<file path="src/rtl/match_game_pkg.sv">
// Shared definitions for the card-matching game engine.
//   - state encodings (legacy 3-bit constants, consumed by display blocks)
//   - direction encoding and the packed move-key bundle
//   - one_hot4: true when exactly one of four key pulses is set
package match_game_pkg;

  localparam logic [2:0] ST_IDLE  = 3'd0;
  localparam logic [2:0] ST_PICK1 = 3'd1;
  localparam logic [2:0] ST_PICK2 = 3'd2;
  localparam logic [2:0] ST_SHOW  = 3'd3;
  localparam logic [2:0] ST_DONE  = 3'd4;

  typedef enum logic [1:0] {DIR_UP, DIR_DOWN, DIR_LEFT, DIR_RIGHT} dir_t;

  typedef struct packed {
    logic up;
    logic down;
    logic left;
    logic right;
  } move_t;

  function automatic logic one_hot4(input logic [3:0] v);
    return $countones(v) == 1;
  endfunction

endpackage

</file>
<file path="src/rtl/match_game_core_cursor_ctrl.sv">
// Cursor controller: row/column registers driven by single-cycle key pulses.
// Ports:
//   clock, reset   : clock, synchronous active-high reset
//   clear          : synchronous return to cell 0 (game restart)
//   en             : moves honoured only while high
//   key_*          : move pulses; two or more in one cycle are discarded
//   cursor         : row*COLS+col
module cursor_ctrl
  import match_game_pkg::*;
#(
  parameter int ROWS = 6,
  parameter int COLS = 6,
  parameter int WRAP = 1,
  parameter int AW   = $clog2(ROWS*COLS)
)(
  input  logic          clock,
  input  logic          reset,
  input  logic          clear,
  input  logic          en,
  input  logic          key_up,
  input  logic          key_down,
  input  logic          key_left,
  input  logic          key_right,
  output logic [AW-1:0] cursor
);

  localparam int RW = (ROWS > 1) ? $clog2(ROWS) : 1;
  localparam int CW = (COLS > 1) ? $clog2(COLS) : 1;
  localparam logic [RW-1:0] RMAX = RW'(ROWS-1);
  localparam logic [CW-1:0] CMAX = CW'(COLS-1);

  logic [RW-1:0] row, row_nx;
  logic [CW-1:0] col, col_nx;
  move_t         mv;

  assign mv = '{up: key_up, down: key_down, left: key_left, right: key_right};

  always_comb begin
    row_nx = row;
    col_nx = col;
    if (en && one_hot4(mv)) begin
      if (mv.up)
        row_nx = (row == '0)   ? ((WRAP != 0) ? RMAX : '0)   : row - RW'(1);
      else if (mv.down)
        row_nx = (row == RMAX) ? ((WRAP != 0) ? '0   : RMAX) : row + RW'(1);
      else if (mv.left)
        col_nx = (col == '0)   ? ((WRAP != 0) ? CMAX : '0)   : col - CW'(1);
      else
        col_nx = (col == CMAX) ? ((WRAP != 0) ? '0   : CMAX) : col + CW'(1);
    end
  end

  always_ff @(posedge clock) begin
    if (reset || clear) begin
      row <= '0;
      col <= '0;
    end else begin
      row <= row_nx;
      col <= col_nx;
    end
  end

  // row*COLS never exceeds N-COLS, so AW bits hold the product.
  assign cursor = AW'(row) * AW'(COLS) + AW'(col);

endmodule

</file>
<file path="src/rtl/match_game_core.sv">
// Memory card-matching game engine.
// Holds a ROWS x COLS board, moves a cursor, reveals two picks, compares them
// in the select cycle, and tracks matched pairs, attempts and game over.
// Ports:
//   clock, reset             : clock, synchronous active-high reset
//   start                    : start/restart pulse (IDLE/DONE only)
//   key_up/down/left/right   : cursor move pulses
//   key_sel                  : select pulse
//   load_en/addr/val         : board write port (IDLE/DONE only)
//   rd_addr / rd_val         : combinational display read port
//   face_up, matched         : per-cell masks
//   cursor, card1_loc, card2_loc, state, pairs, tries, game_over : status
module match_game_core
  import match_game_pkg::*;
#(
  parameter int ROWS = 6,
  parameter int COLS = 6,
  parameter int VW   = 5,
  parameter int HOLD = 50_000_000,
  parameter int WRAP = 1,
  localparam int N   = ROWS*COLS,
  localparam int AW  = $clog2(N),
  localparam int MW  = $clog2(N/2+1)
)(
  input  logic          clock,
  input  logic          reset,
  input  logic          start,
  input  logic          key_up,
  input  logic          key_down,
  input  logic          key_left,
  input  logic          key_right,
  input  logic          key_sel,
  input  logic          load_en,
  input  logic [AW-1:0] load_addr,
  input  logic [VW-1:0] load_val,
  input  logic [AW-1:0] rd_addr,
  output logic [VW-1:0] rd_val,
  output logic [N-1:0]  face_up,
  output logic [N-1:0]  matched,
  output logic [AW-1:0] cursor,
  output logic [AW-1:0] card1_loc,
  output logic [AW-1:0] card2_loc,
  output logic [2:0]    state,
  output logic [MW-1:0] pairs,
  output logic [15:0]   tries,
  output logic          game_over
);

  localparam int HW = (HOLD > 1) ? $clog2(HOLD) : 1;
  localparam logic [HW-1:0] HOLD_LAST = HW'(HOLD-1);
  localparam logic [AW:0]   N_W       = (AW+1)'(N);
  localparam logic [MW-1:0] HALF      = MW'(N/2);

  logic [VW-1:0] board [N];
  logic [HW-1:0] hold_cnt;
  logic          idle_like, in_play, restart, load_ok, sel_ok, cmp_eq;

  assign idle_like = (state == ST_IDLE) || (state == ST_DONE);
  assign in_play   = (state == ST_PICK1) || (state == ST_PICK2) || (state == ST_SHOW);
  assign restart   = start && idle_like;
  assign load_ok   = load_en && idle_like && ({1'b0, load_addr} < N_W);
  // Select always acts on the pre-move cursor; the register still moves.
  assign sel_ok    = key_sel && !face_up[cursor];
  assign cmp_eq    = board[card1_loc] == board[cursor];

  cursor_ctrl #(.ROWS(ROWS), .COLS(COLS), .WRAP(WRAP), .AW(AW)) u_cursor (
    .clock     (clock),
    .reset     (reset),
    .clear     (restart),
    .en        (in_play),
    .key_up    (key_up),
    .key_down  (key_down),
    .key_left  (key_left),
    .key_right (key_right),
    .cursor    (cursor)
  );

  // Board contents survive reset; only the loader writes them.
  always_ff @(posedge clock) begin
    if (load_ok) board[load_addr] <= load_val;
  end

  assign rd_val = ({1'b0, rd_addr} < N_W) ? board[rd_addr] : '0;

  always_ff @(posedge clock) begin
    if (reset) begin
      state     <= ST_IDLE;
      card1_loc <= '0;
      card2_loc <= '0;
      face_up   <= '0;
      matched   <= '0;
      pairs     <= '0;
      tries     <= '0;
      hold_cnt  <= '0;
    end else begin
      unique case (state)
        ST_IDLE, ST_DONE: begin
          if (start) begin
            state   <= ST_PICK1;
            face_up <= '0;
            matched <= '0;
            pairs   <= '0;
            tries   <= '0;
          end
        end
        ST_PICK1: begin
          if (sel_ok) begin
            card1_loc       <= cursor;
            face_up[cursor] <= 1'b1;
            state           <= ST_PICK2;
          end
        end
        ST_PICK2: begin
          if (sel_ok) begin
            card2_loc       <= cursor;
            face_up[cursor] <= 1'b1;
            hold_cnt        <= '0;
            if (tries != 16'hFFFF) tries <= tries + 16'd1;
            if (cmp_eq) begin
              matched[card1_loc] <= 1'b1;
              matched[cursor]    <= 1'b1;
              pairs              <= pairs + MW'(1);
              state              <= (pairs + MW'(1) == HALF) ? ST_DONE : ST_PICK1;
            end else begin
              state <= ST_SHOW;
            end
          end
        end
        ST_SHOW: begin
          // hold_cnt starts at 0 on entry, so SHOW lasts exactly HOLD cycles.
          if (hold_cnt == HOLD_LAST) begin
            face_up[card1_loc] <= 1'b0;
            face_up[card2_loc] <= 1'b0;
            state              <= ST_PICK1;
          end else begin
            hold_cnt <= hold_cnt + HW'(1);
          end
        end
        default: state <= ST_IDLE;
      endcase
    end
  end

  assign game_over = (state == ST_DONE);

endmodule

</file>
<file path="config.mk">
export PLATFORM = sky130hd
export DESIGN_NAME = match_game_core
export DESIGN_NICKNAME = d
export VERILOG_FILES = /design/src/rtl/match_game_pkg.sv /design/src/rtl/match_game_core_cursor_ctrl.sv /design/src/rtl/match_game_core.sv
export SDC_FILE = /design/constraint.sdc
export NUM_CORES = 1
export LEC_CHECK = 0
export CORE_ASPECT_RATIO = 1.75
export CORE_MARGIN = 1.5
export CORE_UTILIZATION = 58
export DETAILED_ROUTE_END_ITERATION = 8
export PLACE_DENSITY = 0.8
export SETUP_SLACK_MARGIN = 0.3
export SLEW_MARGIN = 25
export SYNTH_ARGS = -nofsm -noshare
export SYNTH_HDL_FRONTEND = slang
export SYNTH_SLANG_ARGS = --single-unit
</file>
<file path="constraint.sdc">
create_clock -name clock -period 7.7 [get_ports clock]
set_clock_uncertainty 0.1 [all_clocks]
set_input_delay 0.77 -clock clock [delete_from_list [all_inputs] [get_ports clock]]
set_output_delay 0.77 -clock clock [all_outputs]
set_load 0.005 [all_outputs]
</file>
==> impl_metrics.yaml, run 1 <==
clocking:
  post_cts.repair.setup_buffers: 0
  root_buffer: "clkbuf_16"
  ctsLongestPathBuffers: 3
  cts_sinks: 326
  clk_latency_ps: 570
  clk_pin_slew_ps: 70
  cts_resized: 0
  cts_made_buffers: 29
  cts_tree: "done"
  h-tree-depth: 1
  cts_hold_buffers: 0
setup_path:
  worstPathArrival_ps: 5910
  worstRegToRegCells: 13
  worstSetupStartpointType: "flop"
  end_kind: "flop"
  rrSetupSlack_ps: 2120
  cp_max_fo: 44
  r2r-start: "u_cursor.row[1]"
  reg2reg_to: "hold_cnt[21]"
  critical_path_class: "reg -> reg"
  required_ps: 8030
cells_and_area:
  final_core_util_pct: 66.9
  final_nets: 1744
  num-fill-cells: 2315
  area_delta_synth_final_pct: 14.2
  regArea_um2: 8330
  multi_input_area_um2: 8920
  finalInstanceArea_um2: 20500
  drive_above_1_share_pct: 14.1
  finalNonFillerCells: 2112
yosys:
  synthFlopType: "edfxtp_1"
  synth_warnings: 0
  yosysSeqAreaShare_pct: 46.4
  synthDistinctLibCells: 91
  syn-cell-area_um2: 17900
  synth_edf_count: 180
  async_reset_ff_share_pct: 0
  synth_seq_cells: 326
  synth.avg_cell_area_um2: 11.1
  synth_fp_nets: 1659
  synth_cells: 1613
sta:
  hold_viol_final: 0
  drv_slew: 0
  period_minus_slack_ps: 5580
  max_freq_mhz: 179
  worst_pin_slew_ps: 1110
  rsz0062_at_grt: "false"
  finalSetupViolCount: 0
  setup_tns_ps: 0
  period_share_pct: 72.5
  slew_headroom_pct: 25.8
floorplan:
  die-area_um2: 32000
  die_x_um: 136
  start_util_pct: 58.5
  coreArea_um2: 30600
  die_y_um: 236
  io_pins: 146
  fp-row-count: 85
routing:
  drc: 0
  top_layer: "met4"
  met1_length_mm: 19.4
  routed_wl_mm: 60.5
  vias_per_cell: 7.14
  wl_per_cell_um: 28.7
  vias: 15100
  dr_wl_met3_mm: 5.27
  ant_nets: 0
  drt_iter0_drc: 1900
  drt_first_pass_iters: 9
  met2_length_mm: 30.6
worst_hold_path:
  hold_depth: 2
  hold_end: "matched[10]"
  hold_class: "reg -> reg"
  min_from: "matched[10]"
place:
  dpl_cell_area_um2: 19500
  dp_cells: 2058
  place_hpwl_mm: 43.0
  port_buffers: 145
  gp_congestion: 1.03
power_and_ir_drop:
  p_leak_nw: 6.41
  powerDensity_nw_per_um2: 187
  power.total_mw: 3.83
  vdd_drop_max_v: 0.000200
global_routing:
  overflow: 0
  grt_max_degree: 71
  grt_use_total_pct: 37.7
  antenna_found_initial: 1
  grt_pass1_wl_mm: 89.4
  grt_pass1_vias: 14500
job:
  maxCapViolCount: 0
outcome:
  status: "complete, no violations"
## cell families (layout without fill, tap and decap cells)
| family | after synthesis | count (layout) | synth area share, % |
|---|---|---|---|
| adders and majority gates | 20 | 20 | 1.52 |
| AOI/OAI and AO/OA | 364 | 364 | 14.8 |
| and+or+nand+nor | 516 | 516 | 14.1 |
| muxes | 188 | 188 | 17.0 |
| buffers and inverters | 160 | 267 | 4.10 |
| xor gates and xnor gates | 39 | 39 | 1.99 |
| DFF | 326 | 326 | 46.4 |
| other | 0 | 1 | 0 |
## cell usage after synthesis (all sizes together) (9+ instances only)
master	instances	share of area, %
mux2i	80	4.5
nand4	10	0.43
inv	40	0.84
nor2	169	3.6
nor3	63	1.8
mux4	92	12
o21ai	34	0.95
nand2	120	2.5
a211oi	46	2.0
o22ai	33	1.2
buf	53	1.9
nand3	45	1.3
or3	13	0.48
a21oi	70	2.0
dfxtp	146	16
nand2b	13	0.45
and3	14	0.52
nor3b	14	0.59
mux2	16	1.0
o221ai	15	0.73
or2	9	0.31
edfxtp	180	30
ha	17	1.2
xor2	10	0.57
xnor2	29	1.4
a221oi	80	3.9
a22oi	19	0.80
clkbuf	65	1.4
## final cells by class
| cell class | count | area share [%] |
|---|---|---|
| clock inverters | 23 | 1.09 |
| multi-input cells | 1127 | 43.5 |
| well taps | 391 | 2.39 |
| repair buffers | 172 | 7.95 |
| diodes | 1 | 0.0122 |
| clock buffers | 30 | 3.56 |
| flip-flops and latches | 326 | 40.7 |
| inverters | 42 | 0.770 |
## per-layer routing
| layer | vias up | GRT usage [%] |
|---|---|---|
| met5 | - | 0 |
| met4 | 0 | 27.0 |
| met3 | 297 | 6.07 |
| met2 | 1081 | 64.8 |
| met1 | 7277 | 41.8 |
| li1 | 6431 | - |
## metrics by stage
step	setup WS [ps]	hold slack (ps)
2_1_floorplan	3890	358
3_3_place_gp	2400	368
3_5_place_dp	2180	373
4_1_cts	2200	389
5_1_grt	1850	404
6_report	2120	386
## critical path, cell delays in order, from the launching register on
cell and delay [ps]:
dfxtp_1 440, inv_1 120, ha_1 330, inv_1 70, fa_4 1230, or2_2 400, nor2_1 70, a211oi_1 670
o22a_2 300, and4_1 620, o211ai_1 450, nor4_2 380, xnor2_1 160, nor2_1 50
## how the worst max path moves through the flow
stage / from / to / cells past startpoint
detailed placement: u_cursor.row[1] / hold_cnt[21] / 13
global route: u_cursor.row[1] / hold_cnt[21] / 13
finish: u_cursor.row[1] / hold_cnt[21] / 13
floorplan: rd_addr[0] / rd_val[0] / 6
global placement: u_cursor.row[1] / hold_cnt[21] / 13
CTS: u_cursor.row[1] / hold_cnt[21] / 13
## state kept, by name, summed over array words and instances (netlist names), named ones only
signal        cells
board           180
matched          36
card2_loc         6
tries            16
face_up          36
u_cursor.col      3
state             3
pairs             5
hold_cnt         26
u_cursor.row      3
card1_loc         6
## power breakdown
group / internal, mW / switching (mW)
combinational: 0.176 / 0.311
sequential: 1.84 / 0.0197
clock: 0.776 / 0.704
total: 2.79 / 1.03
## layout by cell type, fill, tap and decap left out, types with 44 or more instances in the layout
cell type / Yosys / routed
edfxtp_1: 180 / 180
clkdlybuf4s50_1: 0 / 140
a211oi_1: 45 / 45
mux2i_1: 80 / 80
a221oi_1: 79 / 79
nand3_1: 44 / 44
a21oi_1: 70 / 70
nor2_1: 167 / 165
dfxtp_1: 146 / 143
nor3_1: 62 / 59
nand2_1: 118 / 118
mux4_2: 92 / 92
Power figures use the tool's default switching activity.
==> run 2: changes to the inputs <==
==> constraint.sdc (replaced) <==
create_clock -name clock -period 5.5 [get_ports clock]
set_clock_uncertainty 0.1 [all_clocks]
set_input_delay 0.55 -clock clock [delete_from_list [all_inputs] [get_ports clock]]
set_output_delay 0.55 -clock clock [all_outputs]
set_load 0.005 [all_outputs]
==> run 2 against run 1 <==
  * Cell count rose by 0.66%
  * Non-clock buffer count is 13 higher
  * First-iteration DRC count is 6.9% lower
  * Register-to-register slack lost 1300 ps
  * Sequential share of layout area decreased by 0.46 points
  * Final area rose by 1.1%
  * Count of clock-buffer cells in the layout up 1
  * Via count grew 1.3%
  * Global-route usage up 0.96 points
  * Sequential cell count is the same
  * Total power up 46%
==> impl_metrics.yaml, run 2 (synthesized netlist as in run 1, its figures left out) <==
setup_path:
  crit_top_cell: "inv_1"
  worstPathArrival_ps: 5100
  end_kind: "flop"
  critical_path_class: "reg -> reg"
  slowest_delay_ps: 690
  worstSetupStartpointType: "flop"
  cp_num_buf_inv: 4
  critical_path.top_delay_family: "compound AO/OA/AOI/OAI gates"
  required_ps: 5890
  rrSetupSlack_ps: 790
  slowest_stage: "fa_2"
  cp_cell_sequence: "inv_1 -> ha_1 -> inv_1 -> fa_2 -> buf_4 -> inv_2 -> a221o_1 -> a221oi_2 -> o22a_2 -> nand4_4 -> nor3_4 -> nand2_2 -> a211oi_1"
  cp_max_fo: 36
cells_and_area:
  finalInstanceArea_um2: 20700
  largest_register_ffs: 180
  multi_input_area_um2: 8910
  regArea_um2: 8330
  n_antenna_cell: 0
  area_delta_synth_final_pct: 15.5
  num-fill-cells: 2349
  final_nets: 1759
  reg_top3: "board (180), face_up (36), matched (36)"
  drive_above_1_share_pct: 14.7
  largest-register: "board"
  final_cell_mix: "180 x edfxtp_1, 166 x nor2_1, 143 x dfxtp_1, 140 x clkdlybuf4s50_1, 118 x nand2_1"
  final_common_cell: "edfxtp_1"
place:
  place_hpwl_mm: 43.8
  gp_congestion: 1.09
  port_buffers: 145
  dpl_cell_area_um2: 19600
sta:
  finalSetupViolCount: 0
  period_share_pct: 85.7
  max_freq_mhz: 212
  hold_viol_final: 0
  period_minus_slack_ps: 4710
  worst_pin_slew_ps: 1110
  drv_slew: 0
  rsz0062_at_grt: "false"
  slew_headroom_pct: 25.5
  setup_tns_ps: 0
clocking:
  clk_latency_ps: 600
  h-tree-depth: 1
  root_buffer: "clkbuf_16"
  clk_pin_slew_ps: 70
  cts_hold_buffers: 0
  ctsLongestPathBuffers: 3
  cts_sinks: 326
  cts_tree: "done"
  cts_made_buffers: 31
floorplan:
  fp-row-count: 85
  die_y_um: 236
  start_util_pct: 58.5
  die-area_um2: 32000
  coreArea_um2: 30600
  die_x_um: 136
  io_pins: 146
global_routing:
  grt_max_degree: 80
  overflow: 0
  grt_pass1_vias: 15000
  antenna_found_initial: 0
  grt_pass1_wl_mm: 91.7
  grt_use_total_pct: 38.7
routing:
  ant_nets: 0
  wl_per_cell_um: 28.9
  drt_first_pass_iters: 8
  vias: 15300
  drc: 0
  drt_iter0_drc: 1769
  routed_wl_mm: 61.5
  vias_per_cell: 7.19
power_and_ir_drop:
  powerDensity_nw_per_um2: 270
  p_leak_nw: 6.55
  vdd_drop_max_v: 0.000291
worst_hold_path:
  hold_class: "in -> reg"
job:
  maxCapViolCount: 0
outcome:
  status: "complete, no violations"
[run 2: cell types whose count changed in the layout (fill, tap and decap cells not counted), moves of 2 or more]
| cell | delta |
|---|---|
| clkbuf_16 | +2 |
| bufinv_16 | +3 |
| buf_4 | +12 |
| clkinv_2 | -2 |
[run 2: through the flow]
stage / hold WS [ps] / power, mW / instances / util (%) / setup slack [ps]
after floorplan: 358 / 3.08 / 1613 / - / 1760
after global placement: 369 / 3.31 / 2071 / 64.1 / 1090
after detailed placement: 378 / 3.31 / 2071 / 64.1 / 956
after CTS: 228 / 5.57 / 2126 / 67.6 / 868
after global routing: 250 / 5.71 / 2126 / 67.6 / 531
final: 245 / 5.60 / 2126 / 67.6 / 789
[run 2: per-layer routing]
metal,wire length [µm],global-route usage (%),share of wire [%]
met3,5600,8.27,9.1
met2,30700,65.4,50
met4,6110,31.0,9.9
met1,19100,41.0,31
met5,0,0,0
[run 2: where the power goes]
group	leakage, nW	internal, mW	total, mW	switching [mW]
Sequential	2.80	2.58	2.61	0.0281
Clock	0.513	1.29	2.31	1.02
Combinational	3.24	0.252	0.685	0.433
[run 2: final timing paths]
kind / startpoint / to / cells after the start
max: u_cursor.row[1] / matched[19] / 13
min: reset / hold_cnt[0] / 2
max reg2reg: u_cursor.row[1] / matched[19] / 13
min reg2reg: matched[18] / matched[18] / 2
[run 2: cell type report]
cell class | instances | share of cell area (%)
clock buffers | 31 | 3.74
clock inverters | 24 | 1.49
inverters | 42 | 0.761
well taps | 391 | 2.36
repair buffers | 185 | 8.40
multi-input cells | 1127 | 43.0
flip-flops and latches | 326 | 40.2
[run 2: timing repair]
item / in CTS / in global routing
gates resized for setup: 0 / 1
hold endpoints to repair: 0 / 0
setup endpoints to repair: 0 / 1
setup buffers: 0 / 0
